==> config.mk <==
export PLATFORM = sky130hd
export DESIGN_NAME = reduction_adder_node
export DESIGN_NICKNAME = d
export VERILOG_FILES = /design/src/rtl/reduction_adder_node.sv
export SDC_FILE = /design/constraint.sdc
export NUM_CORES = 1
export LEC_CHECK = 0
export BUFFER_PORTS_ARGS = -buffer_cell sky130_fd_sc_hd__buf_2
export CAP_MARGIN = 20
export CORE_UTILIZATION = 50
export DETAILED_ROUTE_END_ITERATION = 7
export GPL_TIMING_DRIVEN = 0
export PLACE_DENSITY = 0.69
export SYNTH_ARGS = -nofsm -noshare
export SYNTH_HDL_FRONTEND = slang
export SYNTH_SLANG_ARGS = --single-unit
==> constraint.sdc <==
create_clock -name clk -period 11.25 [get_ports clk]
set_input_delay 2.25 -clock clk [delete_from_list [all_inputs] [get_ports clk]]
set_output_delay 2.25 -clock clk [all_outputs]
set_load 0.005 [all_outputs]
==> src/rtl/reduction_adder_node.sv <==
// reduction_adder_node: registered adder placed after a reduction select mux.
// For each accepted beat the node does one of four things: adds the two
// operands, passes the left operand, passes the right operand, or accumulates
// across a multi-beat burst. Results go into a 2-entry output FIFO with
// valid/ready handshakes on both sides.
//
// Optional feature: define REDUCTION_ADDER_SAT_EN to saturate every add step
// to the signed min/max. Without it, results wrap modulo 2^W. o_ovf reports
// overflow in both builds.
//
// Ports:
//   clk, rst_n : clock, asynchronous active-low reset
//   i_valid    : upstream beat valid
//   o_ready    : node can accept a beat (queue count < 2)
//   i_data     : [W-1:0] left operand, [2W-1:W] right operand
//   i_mode     : 00 add, 01 pass left, 10 pass right, 11 accumulate
//   i_last     : final beat of an accumulate burst (only used in mode 11)
//   o_valid    : result available at the queue head
//   i_ready    : downstream accepts the result
//   o_data     : result (head of queue)
//   o_ovf      : signed overflow occurred while producing this result
//   o_drop     : one-cycle pulse when a partial accumulation was discarded
module reduction_adder_node #(
  parameter int unsigned W = 32
) (
  input  logic           clk,
  input  logic           rst_n,
  input  logic           i_valid,
  output logic           o_ready,
  input  logic [2*W-1:0] i_data,
  input  logic [1:0]     i_mode,
  input  logic           i_last,
  output logic           o_valid,
  input  logic           i_ready,
  output logic [W-1:0]   o_data,
  output logic           o_ovf,
  output logic           o_drop
);

  localparam int unsigned DEPTH = 2;
  localparam int unsigned CW    = 2;

  localparam logic [1:0] MODE_ADD    = 2'b00;
  localparam logic [1:0] MODE_PASS_L = 2'b01;
  localparam logic [1:0] MODE_PASS_R = 2'b10;
  localparam logic [1:0] MODE_ACCUM  = 2'b11;

  typedef enum logic {IDLE = 1'b0, ACCUM = 1'b1} state_e;

  typedef struct packed {
    logic [W-1:0] data;
    logic         ovf;
  } entry_t;

  // One two-operand add step, with overflow flag and optional saturation.
  function automatic entry_t add_step(input logic [W-1:0] a, input logic [W-1:0] b);
    entry_t r;
    r.data = a + b;
    r.ovf  = (a[W-1] == b[W-1]) && (r.data[W-1] != a[W-1]);
`ifdef REDUCTION_ADDER_SAT_EN
    if (r.ovf) begin
      r.data = a[W-1] ? {1'b1, {(W-1){1'b0}}} : {1'b0, {(W-1){1'b1}}};
    end
`endif
    return r;
  endfunction

  state_e        state_q;
  logic [W-1:0]  acc_q;
  logic          acc_ovf_q;
  logic          drop_q;

  entry_t        mem_q [DEPTH];
  logic          wr_ptr_q;
  logic          rd_ptr_q;
  logic [CW-1:0] count_q;

  logic [W-1:0]  left;
  logic [W-1:0]  right;
  logic [W-1:0]  acc_base;
  entry_t        add_res;
  entry_t        acc_step1;
  entry_t        acc_step2;
  logic          acc_ovf_sum;
  entry_t        push_entry;
  logic          accept;
  logic          push;
  logic          pop;

  assign left   = i_data[W-1:0];
  assign right  = i_data[2*W-1:W];

  assign o_ready = (count_q != CW'(DEPTH));
  assign o_valid = (count_q != '0);
  assign o_data  = mem_q[rd_ptr_q].data;
  assign o_ovf   = mem_q[rd_ptr_q].ovf;
  assign o_drop  = drop_q;

  assign accept = i_valid && o_ready;
  assign pop    = o_valid && i_ready;

  // Datapath: plain add plus the burst add, done as (base + left) + right.
  always_comb begin
    acc_base    = (state_q == ACCUM) ? acc_q : '0;
    add_res     = add_step(left, right);
    acc_step1   = add_step(acc_base, left);
    acc_step2   = add_step(acc_step1.data, right);
    // Overflow is sticky over the whole burst.
    acc_ovf_sum = acc_step1.ovf || acc_step2.ovf || ((state_q == ACCUM) && acc_ovf_q);

    push_entry = add_res;
    case (i_mode)
      MODE_ADD:    push_entry = add_res;
      MODE_PASS_L: push_entry = '{data: left,  ovf: 1'b0};
      MODE_PASS_R: push_entry = '{data: right, ovf: 1'b0};
      MODE_ACCUM:  push_entry = '{data: acc_step2.data, ovf: acc_ovf_sum};
      default:     push_entry = add_res;
    endcase

    // Only an intermediate accumulate beat produces no result.
    push = accept && !((i_mode == MODE_ACCUM) && !i_last);
  end

  // Burst FSM, accumulator and drop pulse.
  always_ff @(posedge clk or negedge rst_n) begin
    if (!rst_n) begin
      state_q   <= IDLE;
      acc_q     <= '0;
      acc_ovf_q <= 1'b0;
      drop_q    <= 1'b0;
    end else begin
      drop_q <= 1'b0;
      if (accept) begin
        if ((i_mode == MODE_ACCUM) && !i_last) begin
          state_q   <= ACCUM;
          acc_q     <= acc_step2.data;
          acc_ovf_q <= acc_ovf_sum;
        end else begin
          state_q   <= IDLE;
          acc_q     <= '0;
          acc_ovf_q <= 1'b0;
          // A non-accumulate beat in the middle of a burst discards the partial sum.
          drop_q    <= (i_mode != MODE_ACCUM) && (state_q == ACCUM);
        end
      end
    end
  end

  // 2-entry output FIFO; push and pop on the same edge keep the count.
  always_ff @(posedge clk or negedge rst_n) begin
    if (!rst_n) begin
      for (int i = 0; i < int'(DEPTH); i++) begin
        mem_q[i] <= '0;
      end
      wr_ptr_q <= 1'b0;
      rd_ptr_q <= 1'b0;
      count_q  <= '0;
    end else begin
      if (push) begin
        mem_q[wr_ptr_q] <= push_entry;
        wr_ptr_q        <= ~wr_ptr_q;
      end
      if (pop) begin
        rd_ptr_q <= ~rd_ptr_q;
      end
      count_q <= count_q + CW'(push) - CW'(pop);
    end
  end

endmodule

# Yosys cells after proc, flatten, opt, wreduce, memory -nomap -nowiden
# Cells that the tools add are included.
# Widths: inputs -> output; s select.
# word_totals
ff_bits	105
in_bits	71
wordCells	63
# op_classes
addsub	5
magnitude_cmp	3
n_eq_ne	11
n_mux	13
bitwise	4
n_reduce_logical	16
# ops
op	n
$mux 33	4
$pmux 33 s4	1
$add 32x32->32	3
$bwmux 66	1
$mux 32	2
$demux 33 s1	1
$logic_and 1x1->1	10
$eq 2x2->1 const B	2
$ge 2x2->1 const B	2
$mux 1	4
$ne 2x2->1 const B	2
$not 1->2	2
$eq 1x1->1	3
$ne 1x1->1	3
$add 2x1->2	1
$eq 2x1->1 const B	1
$logic_not 1->1	2
$logic_not 2->1	1
$logic_or 1x1->1	2
$lt 2x1->1 const B	1
$not 1->1	2
$reduce_bool 2->1	1
$sub 2x1->2	1

# Depth between registers and ports, before layout
# depth
word_depth	9
ltp_mapped	25

# Least setup slack after synthesis
# OpenSTA, ideal clock, no wires.
# synth_timing
kind	input port to flip-flop
from	input port i_data[0]
to	register mem_q[0] in the netlist's numbering
setup_ns	0.135
arrival_time_ns	6.992
setup_slack_ns	4.123
stages	24
cell_sequence	ha_1 inv_1 fa_1 nor2b_1 o21ai_0 a21oi_1 o21ai_0 a21o_1 a2111oi_0 o31a_1 nor4_1 nor2_1 xor2_1 ha_1 and2_1 a311oi_2 o21bai_1 a221o_1 a221o_1 a21oi_2 and2_4 o311ai_2 o41ai_2 a21oi_1
# synth_between
elab_chain_cells	8
# synth_rtl
element	line	rtl
from (decl)	30	input logic [2*W-1:0] i_data,
$add 32x32->32 (2 in a row)	58	r.data = a + b;
$ne 1x1->1	59	r.ovf = (a[W-1] == b[W-1]) && (r.data[W-1] != a[W-1]);
$logic_and 1x1->1	59	
$logic_or 1x1->1 (2 in a row)	109	acc_ovf_sum = acc_step1.ovf || acc_step2.ovf || ((state_q == ACCUM) && acc_ovf_q);
$pmux 33 s4 *	112	case (i_mode)
$bwmux 66 *	160	mem_q[wr_ptr_q] <= push_entry;
to (signal, indexed assignment)	160	
to (decl)	73	entry_t mem_q [DEPTH];
# Every way passes the cells marked *; elsewhere a longest branch is shown, timed or not.
# A chain may end at the register's enable or synchronous reset.

# Worst setup path in the final report
# Same ends and word-level chain as after synthesis.

==> flow_metrics.env <==
export IMPL_status="completed"
export IMPL_grt_overflow_total=0
export IMPL_fin_util_pct=57.9
export IMPL_fin_ws_ns=3.14
export IMPL_ant_nets=0
export IMPL_vdd_drop_max_mv=0.0729
export IMPL_p_sw_share_pct=42.5
export IMPL_dr_first_iter_drc_count=945
export IMPL_design_core_area_um2=19700
export IMPL_die_y_um=145
export IMPL_final_period_utilization_pct=72.1
export IMPL_grt_pass1_vias=9128
export IMPL_clkTransAtPathRegs_ns=0.07
export IMPL_layout_drive_gt1_share_pct=15.2
export IMPL_cts_tree="built"
export IMPL_ctsHoldBuffers=0
export IMPL_tightest_slew_ns=0.944
export IMPL_setup_violations=0
export IMPL_power_leakage_uw=0.00546
export IMPL_synth_seq_area_share_pct=25.7
export IMPL_final_min_clock_period_ns=8.11
export IMPL_required_ns=11.47
export IMPL_ys_warn_count=0
export IMPL_setup_tns_ns=0
export IMPL_antenna_cells=0
export IMPL_cts_htree_levels=3
export IMPL_p_sw_uw=908
export IMPL_critPathCaptureType="flip-flop"
export IMPL_track_usage_pct=30.9
export IMPL_drc=0
export IMPL_netlist_area_um2=10200
export IMPL_cts_root_buf="clkbuf_16"
export IMPL_synthCells=1219
export IMPL_synth_nets=1388
export IMPL_slew_headroom_pct=37.1
export IMPL_syn_to_final_growth_pct=11.7
export IMPL_synthFlopType="dfrtp_1"
export IMPL_combPwrFrac_pct=56.4
export IMPL_synth_seq_cells=105
export IMPL_stdcell_count=1605
export IMPL_grt_pass1_wl_um=50400
export IMPL_die_width_um=145
export IMPL_numPlacedInstances=1588
export IMPL_total_power_uw=2140
export IMPL_p_int_uw=1230
export IMPL_crit_fanout=7
export IMPL_cts_resized=0
export IMPL_antenna_found_initial=0
export IMPL_sequentialPowerShare_pct=27.9
export IMPL_synth_edf_count=0
export IMPL_num_io_pins=107
export IMPL_clk_path_buf_depth=2
export IMPL_n_fill_cell=1832
export IMPL_dieArea_um2=21000
export IMPL_min_path_type="flip-flop to flip-flop"
export IMPL_max_freq_mhz=123
export IMPL_cts_setup_buffers=0
export IMPL_async_flop_share_pct=100
export IMPL_clock_latency_ns=0.36
export IMPL_dr_pass1_iters=5
export IMPL_mostFrequentLayoutCells="nand2_1 (198), dfrtp_1 (105), buf_2 (102)"
export IMPL_place_gp_congestion=0.943
export IMPL_start_kind="input pin"
export IMPL_critPathArrivalTime_ns=8.33
export IMPL_grt_max_degree=63
export IMPL_finalMaxSlewViolations=0
export IMPL_place_hpwl_um=25700
export IMPL_wl_per_cell_um=20.2
export IMPL_layout_commonest_cell="nand2_1"
export IMPL_vias_per_cell=6.11
export IMPL_initial_utilization_pct=51.8
export IMPL_avgSynthCellArea_um2=8.38
export IMPL_cts_sinks=105
export IMPL_hold_viol=0
export IMPL_drv_cap=0
export IMPL_numPortBuffers=103
export IMPL_nets=1504
export IMPL_vias=9802
export IMPL_wl_um=32500
export IMPL_yosysUniqueCellTypes=76
export IMPL_crit_type="input pin to flip-flop"
export IMPL_clock_skew_ns=0.0100
export IMPL_p_clk_share_pct=15.7
export IMPL_std_cell_rows=51
export IMPL_power_density_nw_per_um2=187
export IMPL_grt_setup_unrepaired="false"
export IMPL_dp_slack_ns=2.93
export IMPL_cts_inserted_buffers=9
[state kept, by name, summed over array words and instances, names as in the netlist]
signal and count:
wr_ptr_q 1, o_drop 1, state_q 1, count_q 2, acc_q 32, rd_ptr_q 1, acc_ovf_q 1, mem_q 66
[final cells by class]
type                    count  area (µm²)  share of cell area [%]
multi-input cells        1044        7320                    64.1
plain buffers              46         176                    1.55
repair buffers            105         561                    4.91
well taps                 265         332                    2.91
flip-flops and latches    105        2630                    23.0
clock buffers              11         243                    2.13
clock inverters             5        61.3                   0.537
inverters                  24        90.1                   0.790
[cell usage after synthesis, drive strengths merged, types with 9 or more instances]
cell type,count,area (µm²)
and2,45,284
nand4,9,56.3
a21oi,86,434
dfrtp,105,2630
inv,24,90.1
mux4,18,405
nand2,198,743
o31ai,10,75.1
a211oi,13,103
o21ai,76,380
a21o,46,345
nor3,24,120
and3,16,104
nor2,85,319
o211ai,11,82.6
mux2,46,518
xnor2,51,447
nand3,15,75.1
nor2b,16,100
ha,95,1190
nand2b,9,56.3
xor2,29,254
o21a,20,150
clkbuf,38,143
a22o,19,166
o21bai,9,67.6
[final timing paths]
kind	from	to	slack (ns)	depth (start not counted)
max	i_data[0]	mem_q[0]	3.14	25
min in group asynchronous	rst_n	acc_q[6]	1.99	1
min	mem_q[20]	mem_q[20]	0.47	2
min reg2reg	mem_q[20]	mem_q[20]	0.47	2
max in group asynchronous	rst_n	count_q[1]	8.54	2
max reg2reg	state_q	mem_q[0]	4.21	24
[cell families after synthesis]
family	share of synthesized area [%]
mux	9.83
buf+inv	2.61
simple gates	20.5
compound gates	22.2
xor+xnor	6.86
flops	25.7
fa+ha+maj	12.2
[power groups by stage]
stage	clock network [µW]	registers, µW	logic [µW]
floorplan	0	579	831
global placement	0	596	1160
detailed placement	0	602	1180
CTS	335	595	1190
global route	352	615	1320
finish	334	596	1210
[layer usage]
metal  vias up  global-route usage (%)  wire, µm
met2       465                    46.9     13900
met4         0                    9.04       803
li1       4657                       -         -
met1      4618                    45.6     14900
met3        62                    3.96      2890
met5         -                       0         0
[worst max-delay path, stage by stage]
cell       delay, ns
buf_2           0.13
ha_1            0.19
inv_1           0.07
fa_1            0.44
nor2b_1         0.12
o21ai_0         0.11
a21oi_1         0.27
o21ai_0         0.19
a21o_1          0.24
a2111oi_0       0.68
o31a_1          0.28
nor4_1          0.06
nor2_1          0.13
xor2_1          0.19
ha_1            0.33
and2_1          0.20
a311oi_2        0.39
o21bai_1        0.11
a221o_1         0.40
a221o_1         0.39
a21oi_2         0.24
and2_4          0.19
o21ai_0         0.14
o41ai_2         0.47
a21oi_1         0.11
[through the flow]
step	area, µm²	hold WS, ns
after floorplan	10200	0.440
after global placement	11100	0.454
after detailed placement	11100	0.459
after CTS	11400	0.475
after global routing	11400	0.486
final	11400	0.469
(Power assumes the default switching activity.)
